===== config.mk =====
export PLATFORM = sky130hd
export DESIGN_NAME = instruction_fetch_unit
export DESIGN_NICKNAME = d
export VERILOG_FILES = /design/src/rtl/instruction_fetch_unit.sv
export SDC_FILE = /design/constraint.sdc
export NUM_CORES = 1
export LEC_CHECK = 0
export BUFFER_PORTS_ARGS = -buffer_cell sky130_fd_sc_hd__buf_2
export CAP_MARGIN = 25
export CORE_MARGIN = 3
export CORE_UTILIZATION = 52
export DETAILED_ROUTE_END_ITERATION = 10
export PLACE_DENSITY = 0.89
export SLEW_MARGIN = 20
export SYNTH_ARGS = -nofsm -noshare
export SYNTH_HDL_FRONTEND = slang
export SYNTH_SLANG_ARGS = --single-unit
export TNS_END_PERCENT = 20

===== constraint.sdc =====
create_clock -name Clk -period 4.5 [get_ports Clk]
set_input_delay 0.675 -clock Clk [delete_from_list [all_inputs] [get_ports Clk]]
set_output_delay 0.675 -clock Clk [all_outputs]
set_load 0.05 [all_outputs]

===== src/rtl/instruction_fetch_unit.sv =====
// Fetch stage of the 5-stage MIPS pipeline: owns the PC, drives the
// instruction memory address and fills the IF/ID pipeline register.
module instruction_fetch_unit #(
  parameter logic [31:0] RESET_PC   = 32'h0000_0000,
  parameter int unsigned IMEM_WORDS = 128,
  parameter logic [31:0] NOP_WORD   = 32'h0000_0000
) (
  input  logic        Clk,
  input  logic        Rst,
  input  logic        Stall,
  input  logic        BranchTaken,
  input  logic [31:0] BranchTarget,
  input  logic        Jump,
  input  logic [31:0] JumpTarget,
  output logic [31:0] IMemAddress,
  input  logic [31:0] IMemInstruction,
  output logic [31:0] PC,
  output logic [31:0] IF_ID_Instruction,
  output logic [31:0] IF_ID_PCPlus4,
  output logic        IF_ID_Valid,
  output logic        AlignErr,
  output logic        FetchFault,
  output logic [31:0] FetchCount
);

  localparam int unsigned WORD_IDX_W = 30;

  logic [31:0] pc_plus4;
  logic        redirect;
  logic [31:0] redirect_target;
  logic        out_of_range;

  // Memory is addressed straight from the PC register
  assign IMemAddress = PC;

  // Next-PC candidates; a taken branch beats a jump when both resolve
  always_comb begin
    pc_plus4        = PC + 32'd4;
    redirect        = BranchTaken | Jump;
    redirect_target = BranchTaken ? BranchTarget : JumpTarget;
    out_of_range    = PC[31:2] >= WORD_IDX_W'(IMEM_WORDS);
  end

  // PC, IF/ID register and sticky status; reset > redirect > stall > advance
  always_ff @(posedge Clk) begin
    if (Rst) begin
      PC                <= RESET_PC;
      IF_ID_Instruction <= NOP_WORD;
      IF_ID_PCPlus4     <= 32'd0;
      IF_ID_Valid       <= 1'b0;
      AlignErr          <= 1'b0;
      FetchFault        <= 1'b0;
      FetchCount        <= 32'd0;
    end else if (redirect) begin
      // Redirect squashes the wrong-path fetch, even while stalled
      PC                <= {redirect_target[31:2], 2'b00};
      IF_ID_Instruction <= NOP_WORD;
      IF_ID_PCPlus4     <= 32'd0;
      IF_ID_Valid       <= 1'b0;
      if (redirect_target[1:0] != 2'b00) begin
        AlignErr <= 1'b1;
      end
    end else if (!Stall) begin
      // PC keeps advancing out of range so a later redirect can recover
      PC <= pc_plus4;
      if (out_of_range) begin
        IF_ID_Instruction <= NOP_WORD;
        IF_ID_PCPlus4     <= 32'd0;
        IF_ID_Valid       <= 1'b0;
        FetchFault        <= 1'b1;
      end else begin
        IF_ID_Instruction <= IMemInstruction;
        IF_ID_PCPlus4     <= pc_plus4;
        IF_ID_Valid       <= 1'b1;
        FetchCount        <= FetchCount + 32'd1;
      end
    end
  end

endmodule


==> results.md, run 1 <==
- Reg clk slew, reported paths: about 0.060 ns
- HPWL after detailed placement: approximately 14000 µm
- TritonCTS clock tree: yes
- Reg-to-Reg Start: IMemAddress[28]
- Postcts setup bufs: 0
- Synth Area in Simple Gates: a little under a third
- Setup tns final: 0 ns
- Avg Inst Size Synth: roughly 7.9 µm²
- Startpoint types: flip-flop
- Flop-to-flop setup slack: around 1.8 ns
- WS Path Type: reg -> reg
- Largest family of logic cells by synthesized area: simple AND/OR/NAND/NOR gates
- Core box area: about 0.012 mm²
- Num CTS Buffers: 17
- Clk_skew: between 0.005 and 0.006 ns
- DRT antenna net count: 0
- Crit-path max FO: 11
- WP data required: between 4 and 5 ns
- Worst vdd ir: about 280 µV
- Part of the power in combinational logic: about an eighth
- Crit path to: FetchCount[31]
- Clock power share: 48.3%
- Synth area leader: dfxtp_1
- DR WL/cell: between 15 and 20 µm
- Vias per cell: around 6
- R2R Path End: FetchCount[31]
- Worst endpoint data arrival time: 3.07 ns
- WL final: 19800 µm
- Max-cap violation count: 0
- Final GP Congestion: roughly 0.87
- Final Util: between 60 and 70%
- Post-route insts no fill: about 1100
- Pin count of the biggest net entering global routing: between 100 and 150
- Synth top area share: about two fifths
- Power density over cell area: 380 mW/mm²
- CTS Root Cell: clkbuf_16
- Yosys warnings: 0
- Run status: finished, final reports clean
- Synth area leaders: dfxtp_1 40%, a21oi_1 9.1%, nand3b_1 6.3%
- First-pass GRT wire length: 31000 µm
- Post-Syn Instances: 792
- Top Ports: 264
- Sw frac: about 28%
- Clock Tree Buf Depth: 2
- RSZ-0062 raised after global routing: false
- Minimum clock period: between 2 and 3 ns
- Post-cts resize count: 0
- Async set-reset flop share out of synthesis: 0%
- Max Clk Rate: around 370 MHz
- EDFF count, synth: 0
- Predominant post-synthesis flop cell: dfxtp_1
- Nets: approximately 1100
- Gr usage total: around 29%
- Synth cell types: 44
- Power Internal: 2190 µW
- Sw power: approximately 840 µW
- Register area: approximately 0.0025 mm²
- Initial Util: between 50% and 60%
- Synth-to-layout area growth: 26.9%
- Port bufs: about 260
- Worst Tran Pin Value: between 0.7 and 0.8 ns
- Max-slew violations: 0
- Vias in the first global route: just over 6000
- Synthesized cell area: between 0.006 and 0.007 mm²
- First-pass DRT Iterations: 5
- R2R depth: 5
- Sequential area share after synthesis: 40.4%
- Final setup vio count: 0
- Worst-Skew Late Latency: between 0.4 and 0.5 ns
- Worst setup startpoint: IMemAddress[28]
- Endpoints failing hold: 0
- Vias: between 6000 and 7000
- Area occupied by multi-input gates: around 0.0032 mm²
- Clock sinks: about 130
- Synth Area in Compound Gates: between 15 and 20%
- Post-place setup slack: 1.25 ns
- Starting DRT DRC Count: 750
- #FFs+latches synth: between 100 and 150
- Worst setup margin: between 1.5 and 2 ns
- Die ar.: around 0.013 mm²
- Reg power frac: about two fifths
- Crit share post-route: between 60% and 70%
- Critical Path Sink Type: flip-flop
- Die X: 116 µm
- Synth Area in XOR/XNOR: between 2 and 3%
- DP Cell Count: 1111
- Post-synthesis adder-cell area fraction: less than 1%
- GRT overflow: 0
- Standby leakage power: between 0.003 and 0.004 µW
- Post-synthesis mux area share: less than 1%
- Fill cells: about 990
- Fraction of layout cells with a size suffix above 1: between 30% and 40%
- Placement Rows: 39
- H-tree Lvls: 4
- Max-Slew Margin vs Limit: between 40% and 50%
- Hold WC Path Type: reg -> reg
- CTS Hold Bufs: 0
- DRC Markers: 0
- Die Y: around 120 µm
- Initial antenna violation count: 1
## layout by cell type, fill, tap and decap left out, drive strengths merged, types with 26 or more instances in the layout
cell type / synthesis / final
and3: 34 / 34
nand3: 28 / 28
nor2: 39 / 39
nand2: 93 / 93
a21oi: 114 / 114
o21ai: 33 / 33
nand3b: 53 / 53
buf: 44 / 264
dfxtp: 127 / 127
nand4: 26 / 26
## synthesized netlist by cell type, types with 2 or more instances
| cell type | n |
|---|---|
| nor3_1 | 13 |
| nand3b_1 | 53 |
| o221a_2 | 4 |
| o211ai_1 | 2 |
| or4_1 | 11 |
| or3_1 | 22 |
| buf_1 | 4 |
| a21oi_1 | 114 |
| nand4_1 | 23 |
| and3_1 | 34 |
| mux2i_1 | 2 |
| o31ai_1 | 8 |
| nand2_1 | 93 |
| nor2_1 | 38 |
| and2_1 | 3 |
| o221ai_1 | 4 |
| nand3_1 | 28 |
| a221o_1 | 5 |
| buf_2 | 4 |
| o21a_1 | 5 |
| ha_1 | 3 |
| nor4_1 | 15 |
| xnor2_1 | 10 |
| a221oi_1 | 2 |
| inv_1 | 11 |
| clkbuf_1 | 49 |
| xor2_1 | 9 |
| o21ai_0 | 33 |
| nand4_2 | 3 |
| o22ai_1 | 7 |
| buf_4 | 36 |
| dfxtp_1 | 127 |
| or2_1 | 2 |
| and4_1 | 5 |
## cells by family after synthesis
logic type	Yosys count
and+or+nand+nor	349
xor gates and xnor gates	19
DFF	127
adders and majority gates	3
other	1
buffers and inverters	105
AOI/OAI and AO/OA	186
muxes	2
## sequential cells by signal, summed over array words and instances, names as in the netlist
signal	flops
IF_ID_PCPlus4	30
IF_ID_Valid	1
FetchCount	32
IF_ID_Instruction	32
AlignErr	1
FetchFault	1
IMemAddress	30
## final cells by class
| cell class | instances | share of cell area [%] |
|---|---|---|
| multi-input combinational | 565 | 40.6 |
| sequential | 127 | 31.8 |
| timing repair buffer | 264 | 16.8 |
| clock buffer | 19 | 5.55 |
| clock inverter | 13 | 2.37 |
| tap | 143 | 2.24 |
| inverter | 12 | 0.564 |
| antenna | 1 | 0.0313 |
## per-layer routing
metal	track usage [%]	share of wire (%)
met1	36.1	39
met2	46.7	49
met3	8.41	9.6
met4	12.2	2.7
met5	0	0.060
## stage by stage
step	total power (µW)	hold slack, ns	area (µm²)
floorplan	1490	0.686	6310
global placement	1580	0.443	7340
detailed placement	1590	0.450	7350
CTS	3040	0.462	7980
global route	3130	0.477	7990
finish	3030	0.459	7990
## how the worst min path moves through the flow
stage / endpoint / cells after the start / slack, ns / startpoint
floorplan: IF_ID_Instruction[10] / 2 / 0.69 / IF_ID_Instruction[10]
global placement: FetchFault / 1 / 0.44 / FetchFault
detailed placement: IF_ID_Instruction[2] / 2 / 0.45 / IF_ID_Instruction[2]
CTS: IF_ID_Instruction[5] / 2 / 0.46 / IF_ID_Instruction[5]
global route: IF_ID_Instruction[20] / 2 / 0.48 / IF_ID_Instruction[20]
finish: IF_ID_Instruction[21] / 2 / 0.46 / IF_ID_Instruction[21]
## worst max-delay path: stages (launching register included)
cell and delay (ns):
dfxtp_1 0.39, nor4_1 0.56, nand4_1 0.58, nor3_1 0.32, or4b_2 0.63, a21oi_1 0.17
## power groups by stage
stage               clock network, µW  logic (µW)  registers [µW]
global placement                    0         372            1210
global route                     1530         403            1190
floorplan                           0         228            1270
detailed placement                  0         375            1210
CTS                              1480         376            1190
finish                           1470         378            1190
No activity file was read; power rests on OpenSTA's default activity.
==> run 2, diff against run 1 <==
--- a/config.mk
+++ b/config.mk
@@ -5,12 +5,13 @@
 export SDC_FILE = /design/constraint.sdc
 export NUM_CORES = 1
 export LEC_CHECK = 0
+export ABC_AREA = 1
 export BUFFER_PORTS_ARGS = -buffer_cell sky130_fd_sc_hd__buf_2
 export CAP_MARGIN = 25
 export CORE_MARGIN = 3
-export CORE_UTILIZATION = 52
+export CORE_UTILIZATION = 45
 export DETAILED_ROUTE_END_ITERATION = 10
-export PLACE_DENSITY = 0.89
+export PLACE_DENSITY = 0.81
 export SLEW_MARGIN = 20
 export SYNTH_ARGS = -nofsm -noshare
 export SYNTH_HDL_FRONTEND = slang
==> constraint.sdc (replaced) <==
create_clock -name Clk -period 2.5 [get_ports Clk]
set_input_delay 0.375 -clock Clk [delete_from_list [all_inputs] [get_ports Clk]]
set_output_delay 0.375 -clock Clk [all_outputs]
set_load 0.05 [all_outputs]
==> run 2 against run 1 <==
  * First-iteration DRC count is 26% lower
  * Clock power is 68% higher
  * Register-to-register slack worse by 1.2 ns
==> results.md, run 2 <==
- Run status: finished, final reports clean
- Reg-to-Reg Start: IMemAddress[20]
- Worst path max stage delay: 0.40 ns
- Die X: 129 µm
- Num CTS Buffers: 17
- WP data required: 2.81 ns
- Power Internal: 3830 µW
- Sequential area share after synthesis: a little under two fifths
- Synthesized cell area: approximately 0.007 mm²
- Vias: between 7000 and 8000
- GRT overflow: 0
- First-pass DRT Iterations: 8
- CTS Root Cell: clkbuf_16
- Standby leakage power: 0.00365 µW
- Max-slew violations: 0
- Final Power: 5280 µW
- Postcts setup bufs: 0
- Biggest registers after layout: FetchCount x32, IF_ID_Instruction x32
- Commonest non-fill, non-tap cell in the layout: nand2_1
- Crit path max-delay cell type: dfxtp_1
- Nets: approximately 1400
- Fraction of layout cells with a size suffix above 1: between 20% and 30%
- Max-Slew Margin vs Limit: a little over half
- Most common cell on crit path: nor2_1
- Worst-Skew Late Latency: 0.42 ns
- Die Y: ~130 µm
- Worst vdd ir: roughly 450 µV
- #FFs+latches synth: around 130
- Sw power: ~1500 µW
- Initial Util: a little under half
- Clock power share: 46.9%
- DRC Markers: 0
- Reg power frac: about two fifths
- CTS Hold Bufs: 0
- Post-synth top cells: 377 x nand2_1, 167 x nor2_1, 127 x dfxtp_1
- Yosys warnings: 0
- Crit path cell chain: nor2_1 -> nand2_1 -> nor2_1 -> nand3_2 -> nor2_4 -> buf_4 -> nand3_1 -> nand2_1 -> nor2_1
- Crit-path max FO: 41
- Pin count of the biggest net entering global routing: 64
- Synth-to-layout area growth: 25.2%
- Avg Inst Size Synth: 6.54 µm²
- Max Clk Rate: about 520 MHz
- WS Path Type: reg -> reg
- Vias per cell: 5.10
- Placement Rows: 44
- Hold endpoint: IF_ID_Instruction[15]
- Top-count cell post-synth: nand2_1
- Sw frac: between 20% and 30%
- H-tree Lvls: 4
- Port bufs: 257
- DR WL/cell: approximately 15 µm
- Buffers and inverters on the worst path: 1
- Clk_skew: between 0.01 and 0.015 ns
- Worst endpoint data arrival time: roughly 2.2 ns
- Critical Path Sink Type: flip-flop
- Setup tns final: 0 ns
- Hold Path Stages: 3
- Antenna Diode Count: 0
- Vias in the first global route: 6599
- Hold WC Path Type: in -> reg
- Power density over cell area: 620 mW/mm²
- DRT antenna net count: 0
- Synth area leaders: dfxtp_1 37%, nand2_1 21%, nor2_1 9.2%
- Flop-to-flop setup slack: roughly 0.57 ns
- Fin area: between 0.008 and 0.009 mm²
- Final Util: just under 60%
- Post-Syn Instances: roughly 1000
- Synth cell types: 32
- Clock Tree Buf Depth: 2
- Top Ports: roughly 260
- Crit share post-route: roughly 77%
- Part of the power in combinational logic: around an eighth
- Predominant post-synthesis flop cell: dfxtp_1
- Max-cap violation count: 0
- Hold path start: IMemInstruction[15]
- Die ar.: 0.0166 mm²
- CP delay by family, top: simple AND/OR/NAND/NOR gates
- Endpoints failing hold: 0
- Startpoint types: flip-flop
- R2R depth: 9
- EDFF count, synth: 0
- Commonest non-fill, non-tap cells in the layout: 376 x nand2_1, 257 x buf_2, 167 x nor2_1
- TritonCTS clock tree: yes
- Worst Tran Pin Value: 0.697 ns
- Minimum clock period: 1.93 ns
- Post-cts resize count: 0
- Gr usage total: between 20 and 25%
- R2R Path End: FetchCount[22]
- Reg clk slew, reported paths: approximately 0.060 ns
- Final GP Congestion: roughly 0.94
- Final setup vio count: 0
- HPWL after detailed placement: 15800 µm
- Core box area: 0.0146 mm²
- Placement Cell Area: 0.00793 mm²
- Initial antenna violation count: 0
- Synth area leader: dfxtp_1
- RSZ-0062 raised after global routing: false
- WL final: around 21000 µm
- First-pass GRT wire length: between 30000 and 40000 µm
- Starting DRT DRC Count: 555
- Clock sinks: around 130
- Synth top area share: 37.4%
- Async set-reset flop share out of synthesis: 0%
-- run 2: cell types whose count changed in the layout (fill, tap and decap cells not counted), sizes merged, moves of 12 or more --
cell,change
a21oi,-12
and3,-34
inv,+43
nand2,+284
nand3,+19
nand3b,-52
nand4,-24
nor2,+137
nor4,-15
o21ai,-29
or3,-23
or4,-12
-- run 2: cells by family after synthesis --
group                      share of synthesized area (%)
adders and majority gates                          0.552
and+or+nand+nor                                     35.5
xor gates and xnor gates                            2.96
other                                             0.0552
DFF                                                 37.4
AOI/OAI and AO/OA                                   13.2
buffers and inverters                               10.3
-- run 2: stage by stage --
stage               std cells  worst slack, ns  hold slack (ns)
floorplan                1044            0.555            0.518
global placement         1419            0.658            0.429
detailed placement       1419            0.628            0.433
CTS                      1449            0.607            0.193
global route             1449            0.373            0.195
finish                   1449            0.573            0.201
-- run 2: worst max-delay path by stage --
| stage | start | endpoint | cells past startpoint |
|---|---|---|---|
| after global placement | IMemAddress[18] | FetchCount[17] | 9 |
| after global routing | FetchCount[1] | FetchCount[22] | 10 |
| after floorplan | FetchCount[1] | FetchCount[20] | 10 |
| after CTS | IMemAddress[18] | FetchCount[17] | 9 |
| after detailed placement | IMemAddress[18] | FetchCount[17] | 9 |
| final | IMemAddress[20] | FetchCount[22] | 9 |
-- run 2: worst register-to-register path, cell delays in order (launching register included) --
cell,delay (ns)
dfxtp_1,0.40
nor2_1,0.14
nand2_1,0.06
nor2_1,0.23
nand3_2,0.20
nor2_4,0.11
buf_4,0.38
nand3_1,0.16
nand2_1,0.09
nor2_1,0.04
-- run 2: power groups by stage --
stage / Sequential [µW] / Clock, µW / Combinational (µW)
finish: 2130 / 2470 / 672
global route: 2140 / 2610 / 721
CTS: 2130 / 2500 / 672
detailed placement: 2170 / 0 / 670
global placement: 2170 / 0 / 668
floorplan: 2280 / 0 / 400
-- run 2: final cells by class --
cell class	instances	area (µm²)
clock buffers	19	443
clock inverters	11	141
fillers	1403	6130
inverters	53	199
multi-input cells	786	3580
flip-flops and latches	127	2540
well taps	184	230
repair buffers	269	1380
-- run 2: per-layer routing --
layer / GRT usage, % / wire length, µm / vias up
met3: 5.52 / 1510 / 37
met5: 0 / 0 / -
met4: 7.72 / 375 / 0
met2: 42.1 / 10400 / 323
met1: 30.8 / 8770 / 3318
li1: - / - / 3707
